### config.mk
export PLATFORM = sky130hd
export DESIGN_NAME = shift_ctrl
export DESIGN_NICKNAME = d
export VERILOG_FILES = /design/src/rtl/shift_ctrl_pkg.sv /design/src/rtl/shift_register.sv /design/src/rtl/shift_ctrl.sv
export SDC_FILE = /design/constraint.sdc
export NUM_CORES = 1
export LEC_CHECK = 0
export CAP_MARGIN = 10
export CORE_MARGIN = 2
export CORE_UTILIZATION = 41
export CTS_BUF_LIST = sky130_fd_sc_hd__clkbuf_8 sky130_fd_sc_hd__clkbuf_16
export CTS_CLUSTER_SIZE = 25
export DETAILED_ROUTE_END_ITERATION = 6
export HOLD_SLACK_MARGIN = 0.08
export PLACE_DENSITY_LB_ADDON = 0.08
export SYNTH_ARGS = -nofsm -noshare
export SYNTH_HDL_FRONTEND = slang
export SYNTH_SLANG_ARGS = --single-unit
### constraint.sdc
create_clock -name clk -period 1.4 [get_ports clk]
set_clock_uncertainty 0.05 [all_clocks]
set_input_delay 0.42 -clock clk [delete_from_list [all_inputs] [get_ports clk]]
set_output_delay 0.42 -clock clk [all_outputs]
set_load 0.03 [all_outputs]
### src/rtl/shift_ctrl_pkg.sv
// Shared constants for the shift_ctrl sequencer: state encoding and default word width.
package shift_ctrl_pkg;

    localparam int DEF_BIT_SIZE = 8;

    localparam logic [1:0] ST_IDLE  = 2'd0;
    localparam logic [1:0] ST_SHIFT = 2'd1;
    localparam logic [1:0] ST_PAR   = 2'd2;
    localparam logic [1:0] ST_DONE  = 2'd3;

    typedef enum logic [1:0] {
        S_IDLE  = ST_IDLE,
        S_SHIFT = ST_SHIFT,
        S_PAR   = ST_PAR,
        S_DONE  = ST_DONE
    } state_e;

endpackage

### src/rtl/shift_register.sv
// Parallel-load shift register: load captures d, otherwise shifts left taking Sin into the LSB.
module shift_register #(
    parameter int bit_size = 8
) (
    input  logic                clk,
    input  logic                load,
    input  logic                Sin,
    input  logic [bit_size-1:0] d,
    output logic [bit_size-1:0] q
);

    always_ff @(posedge clk) begin
        if (load) q <= d;
        else      q <= {q[bit_size-2:0], Sin};
    end

endmodule

### src/rtl/shift_ctrl.sv
// Word-to-serial sequencer: accepts a word, emits it MSB-first with a bit counter, then pulses done.
// Optional trailing even-parity bit when SHIFT_CTRL_PARITY_EN is defined.
module shift_ctrl
    import shift_ctrl_pkg::*;
#(
    parameter int BIT_SIZE = DEF_BIT_SIZE,
    parameter int CNT_W    = $clog2(BIT_SIZE + 1)
) (
    input  logic                clk,
    input  logic                rstn,
    input  logic                i_valid,
    output logic                o_ready,
    input  logic [BIT_SIZE-1:0] i_data,
    input  logic                i_fill,
    input  logic                i_abort,
    output logic                o_sdata,
    output logic                o_sval,
    output logic                o_frame,
    output logic                o_done,
    output logic [CNT_W-1:0]    o_busy_cnt
);

    state_e              state_q, state_d;
    logic [CNT_W-1:0]    cnt_q, cnt_d;
    logic                sr_load;
    logic [BIT_SIZE-1:0] sr_d;
    logic [BIT_SIZE-1:0] sr_q;
`ifdef SHIFT_CTRL_PARITY_EN
    logic                parity_q, parity_d;
`endif

    // Sin is the fill bit; reset clears the register by forcing a load of zero.
    shift_register #(.bit_size(BIT_SIZE)) u_sr (
        .clk  (clk),
        .load (sr_load),
        .Sin  (i_fill),
        .d    (sr_d),
        .q    (sr_q)
    );

    always_comb begin
        state_d = state_q;
        cnt_d   = cnt_q;
        sr_load = 1'b0;
        sr_d    = i_data;
`ifdef SHIFT_CTRL_PARITY_EN
        parity_d = parity_q;
`endif
        case (state_q)
            S_IDLE: begin
                if (i_valid) begin
                    sr_load = 1'b1;
                    state_d = S_SHIFT;
                    cnt_d   = '0;
`ifdef SHIFT_CTRL_PARITY_EN
                    parity_d = ^i_data;
`endif
                end
            end
            S_SHIFT: begin
                if (i_abort) begin
                    state_d = S_IDLE;
                    cnt_d   = '0;
                end else if (cnt_q == CNT_W'(BIT_SIZE - 1)) begin
`ifdef SHIFT_CTRL_PARITY_EN
                    state_d = S_PAR;
                    cnt_d   = CNT_W'(BIT_SIZE);
`else
                    state_d = S_DONE;
                    cnt_d   = '0;
`endif
                end else begin
                    cnt_d = cnt_q + CNT_W'(1);
                end
            end
`ifdef SHIFT_CTRL_PARITY_EN
            S_PAR: begin
                state_d = i_abort ? S_IDLE : S_DONE;
                cnt_d   = '0;
            end
`endif
            S_DONE: begin
                state_d = S_IDLE;
                cnt_d   = '0;
            end
            default: begin
                state_d = S_IDLE;
                cnt_d   = '0;
            end
        endcase
        if (!rstn) begin
            sr_load = 1'b1;
            sr_d    = '0;
        end
    end

    always_ff @(posedge clk) begin
        if (!rstn) begin
            state_q <= S_IDLE;
            cnt_q   <= '0;
        end else begin
            state_q <= state_d;
            cnt_q   <= cnt_d;
        end
    end

`ifdef SHIFT_CTRL_PARITY_EN
    always_ff @(posedge clk) begin
        if (!rstn) parity_q <= 1'b0;
        else       parity_q <= parity_d;
    end
`endif

    // Every output decodes registered state only, so i_valid never reaches o_sval combinationally.
    always_comb begin
        o_ready    = (state_q == S_IDLE);
        o_frame    = (state_q != S_IDLE);
        o_done     = (state_q == S_DONE);
        o_busy_cnt = cnt_q;
        o_sval     = 1'b0;
        o_sdata    = 1'b0;
        if (state_q == S_SHIFT) begin
            o_sval  = 1'b1;
            o_sdata = sr_q[BIT_SIZE-1];
        end
`ifdef SHIFT_CTRL_PARITY_EN
        if (state_q == S_PAR) begin
            o_sval  = 1'b1;
            o_sdata = parity_q;
        end
`endif
    end

endmodule

## Yosys cells after proc, flatten, opt, wreduce, memory -nomap -nowiden

Index checks and enable logic that the tools add are counted.

| operators by class | value |
|---|---|
| add/sub/neg operators | 1 |
| reduce and logical (&&, ||, !) cells | 3 |
| multiplexer cells | 15 |
| equal/unequal tests | 5 |

Operators by type and width:

| kind | number |
|---|---|
| $mux 8 | 2 |
| $mux 4 | 3 |
| $pmux 4 s2 | 1 |
| $mux 2 | 3 |
| $mux 1 | 5 |
| $add 4x1->4 const B | 1 |
| $eq 4x3->1 const B | 1 |
| $pmux 2 s2 | 1 |
| $ne 3x3->1 const B | 1 |
| $eq 2x1->1 const B | 1 |
| $eq 2x2->1 const B | 1 |
| $logic_not 2->1 | 1 |
| $ne 2x2->1 const B | 1 |
| $reduce_and 2->1 | 1 |
| $reduce_bool 2->1 | 1 |

| storage, ports and cells | value |
|---|---|
| input port bits | 13 |
| logic and storage cells | 27 |
| register bits | 14 |
| output and inout bits | 9 |

## Longest topological paths before layout

| depth | value |
|---|---|
| depth after elaboration | 4 |
| mapped depth | 4 |

## Cells and area by module

Synthesis repeated with hierarchy kept, for this count alone.

| unflattened totals | value |
|---|---|
| cell total of the unflattened synthesis | 62 |
| area, all modules | 646.9 um^2 |

By module, submodules not included:

| module | cells an instance | sequential area each (um^2) | area an instance (um^2) | instances |
|---|---|---|---|---|
| shift_ctrl | 45 | 120.1 | 355.3 | 1 |
| shift_register | 17 | 160.2 | 291.5 | 1 |

## Least setup slack after synthesis

OpenSTA, ideal clock, no wires.

| timing | value |
|---|---|
| path kind | reg-to-output |
| start | register state_q[0] |
| end | output o_sdata |
| stages on the path, launching flop included | 3 |
| arrival time | 1.257 ns |
| slack | -0.327 ns |
| required time | 0.930 ns |
| path through | dfxtp_1 -> nor2b_1 -> and2_1 |

| on the way | value |
|---|---|
| longest elaborated chain between the ends | 2 |

Ends and longest elaborated chain:

| what | line | text |
|---|---|---|
| start: declaration | shift_ctrl.sv:23 | `state_e state_q, state_d;` |
| start signal: assignment | shift_ctrl.sv:102 | `state_q <= state_d;` |
| $eq 2x1->1 | shift_ctrl.sv:122 | `if (state_q == S_SHIFT) begin` |
| $mux 1 | shift_ctrl.sv:122 |  |
| end: declaration | shift_ctrl.sv:16 | `output logic o_sdata,` |

No other way between the ends.

## Worst setup path in the final report

Ends and elaborated chain as after synthesis.

==> run metrics <==
outcome finished with violations; failing checks setup timing; CTS root buf clkbuf_8; Worst setup SP type register; DRC Markers 0; I/O Pins 22; Die ar. 1790 um^2; synth cell count leaders dfxtp_1, nor2_1, mux2i_1, inv_1, nand2_1; number of synthesized flops with an enable pin 0; routed wl met3 72 um; Max Slew Vio Count 0; Max-slew headroom 0.832; Logic pwr share 0.177; Pwr Total 1000 uW; Async S/R FF share, synth 0; Clk pwr share 0.396; Tcrit/Tclk final 1.05; TritonCTS Buffers 3; Cell Pwr Density 1030 nW/um^2; Final setup violation count 2; WL met2 527 um; cell area after synthesis 601 um^2; antenna violations before repair 0; post-route worst setup slack -0.0647 ns; H-tree lvl count 1; number of synthesized register bits 14; initial DRC count 10; Starting Density 0.450; Peak supply drop 0.788 mV; largest cells by area after synthesis dfxtp_1, mux2i_1, nor2_1, nor3b_4, inv_1; via count 540; diode count 0; GRT overflow 0; vias in the first global route 507; first-pass GRT wire length 2080 um; Die X 42.3 um; Main synth FF type dfxtp_1; switching power total 234 uW; Worst setup EP type primary output; critical path arrival 0.99 ns; Tmin final 1.46 ns; Net Sw Frac 0.233; Netlist cell types 23; clk slew on worst S/H paths 0.06 ns; Max Used Layer met4; design area 973 um^2; Final Hold Fails 0; Int Pwr 767 uW; Min-Delay Path Class reg2reg; count leader, synth dfxtp_1; Synth area leader dfxtp_1; Layout area overhead 62.1%; Worst-Skew Late Latency 0.25 ns; Yosys top cell area share 0.467; unrepaired setup endpoints after global routing true; Buf/Inv on CP 1; Clock Path Buffers 2; top cell family by delay on the critical path flip-flops; CTS sink cnt 14; core area 1330 um^2; YS warnings 0; critical path, cell by cell nor2b_4, and2_4, buf_6; Vert. Die Dim 42.3 um; sequential power share 0.428; FP Rows 13; Core Util, Final 0.730; Mapped Cells 63; Antenna Violating Nets Remaining 0; fraction of layout cells with a size suffix above 1 0.340; WS Path Type reg2out; I/O Buffers 21; CTS tree built; routed len/inst 10.9 um; Required @ worst endpoint 0.93 ns; Worst Tran Pin Value 0.251 ns; vias per cell 4.95; syn_nets 77; fmax 683 MHz; static leakage 0.000429 uW; HPWL Detailed 871 um; crit-path max FO 4; pin count of the biggest net entering global routing 13; CP max stage delay 0.35 ns; cell area after placement 871 um^2; GRT Total Usage 0.156; sequential area share after synthesis 0.467; Max-cap violations 0; crit path max-delay cell type dfxtp_4; 1st-pass router iterations 4; gpl congestion 0.804; final net count 109; DRT Wirelength 1190 um; Mapped Avg Cell Area 9.53 um^2; metal1 wirelength 566 um
routing by layer:
layer / global-route usage / up-vias
met3: 0.0560 / 2
li1: - / 275
met5: 0 / -
met4: 0.0750 / 0
met1: 0.193 / 247
met2: 0.240 / 16
tightest hold or removal path, cell delays in order (launching register included):
cell and delay [ns]:
dfxtp_1 0.30, mux2i_1 0.06, nor2_1 0.08
cell families (layout without fill, tap and decap cells):
group	count (synthesis)	count (layout)	synth area share
DFF	14	14	0.467
AOI/OAI and AO/OA	6	6	0.0667
buffers and inverters	6	37	0.0437
adders and majority gates	1	1	0.0208
and+or+nand+nor	28	28	0.269
muxes	8	8	0.133
per-stage QoR:
| stage | setup slack (ns) | hold slack [ns] | setup TNS, ns | cells |
|---|---|---|---|---|
| global placement | -0.316 | 0.392 | -3.01 | 104 |
| detailed placement | -0.301 | 0.404 | -3.09 | 104 |
| finish | -0.0647 | 0.422 | -0.101 | 109 |
| floorplan | -0.168 | 0.387 | -0.168 | 63 |
| CTS | -0.0652 | 0.421 | -0.125 | 109 |
| global route | -0.109 | 0.436 | -0.260 | 109 |
layout make-up:
cell class	instances	area, um^2
well taps	15	18.8
fillers	112	360
inverters	4	15.0
multi-input cells	43	317
clock buffers	4	55.1
repair buffers	29	280
flip-flops and latches	14	288
sequential cells by signal (all words and copies together) (netlist names):
signal,count
u_sr.q,8
o_busy_cnt,4
state_q,2
final timing paths:
check,slack [ns],startpoint,end,depth (start not counted)
setup / recovery,-0.06,state_q[0],o_sdata,3
hold / removal,0.42,u_sr.q[0],u_sr.q[1],2
setup reg to reg,0.11,state_q[0],u_sr.q[3],5
hold reg to reg,0.42,u_sr.q[0],u_sr.q[1],2
power by group through the flow:
stage	Sequential, uW	Combinational [uW]	Clock, uW
CTS	428	176	411
finish	428	177	396
detailed placement	439	164	0
global route	429	191	424
global placement	438	162	0
floorplan	439	82.6	0
cells in the final DEF (no fill, tap or decap), types with 3 or more instances in the layout:
cell,count
inv_1,4
buf_4,11
clkdlybuf4s50_1,10
nor2_1,11
nand2_1,3
buf_6,5
mux2i_1,8
dfxtp_1,12
clkbuf_8,4
what timing repair did:
item	in CTS	in global routing
pin swaps	1	2
buffers inserted	1	0
hold buffers	0	0
endpoints found under the setup margin	13	6
gates resized for setup	10	4
endpoints found under the hold margin	0	0
(Power assumes the default switching activity.)
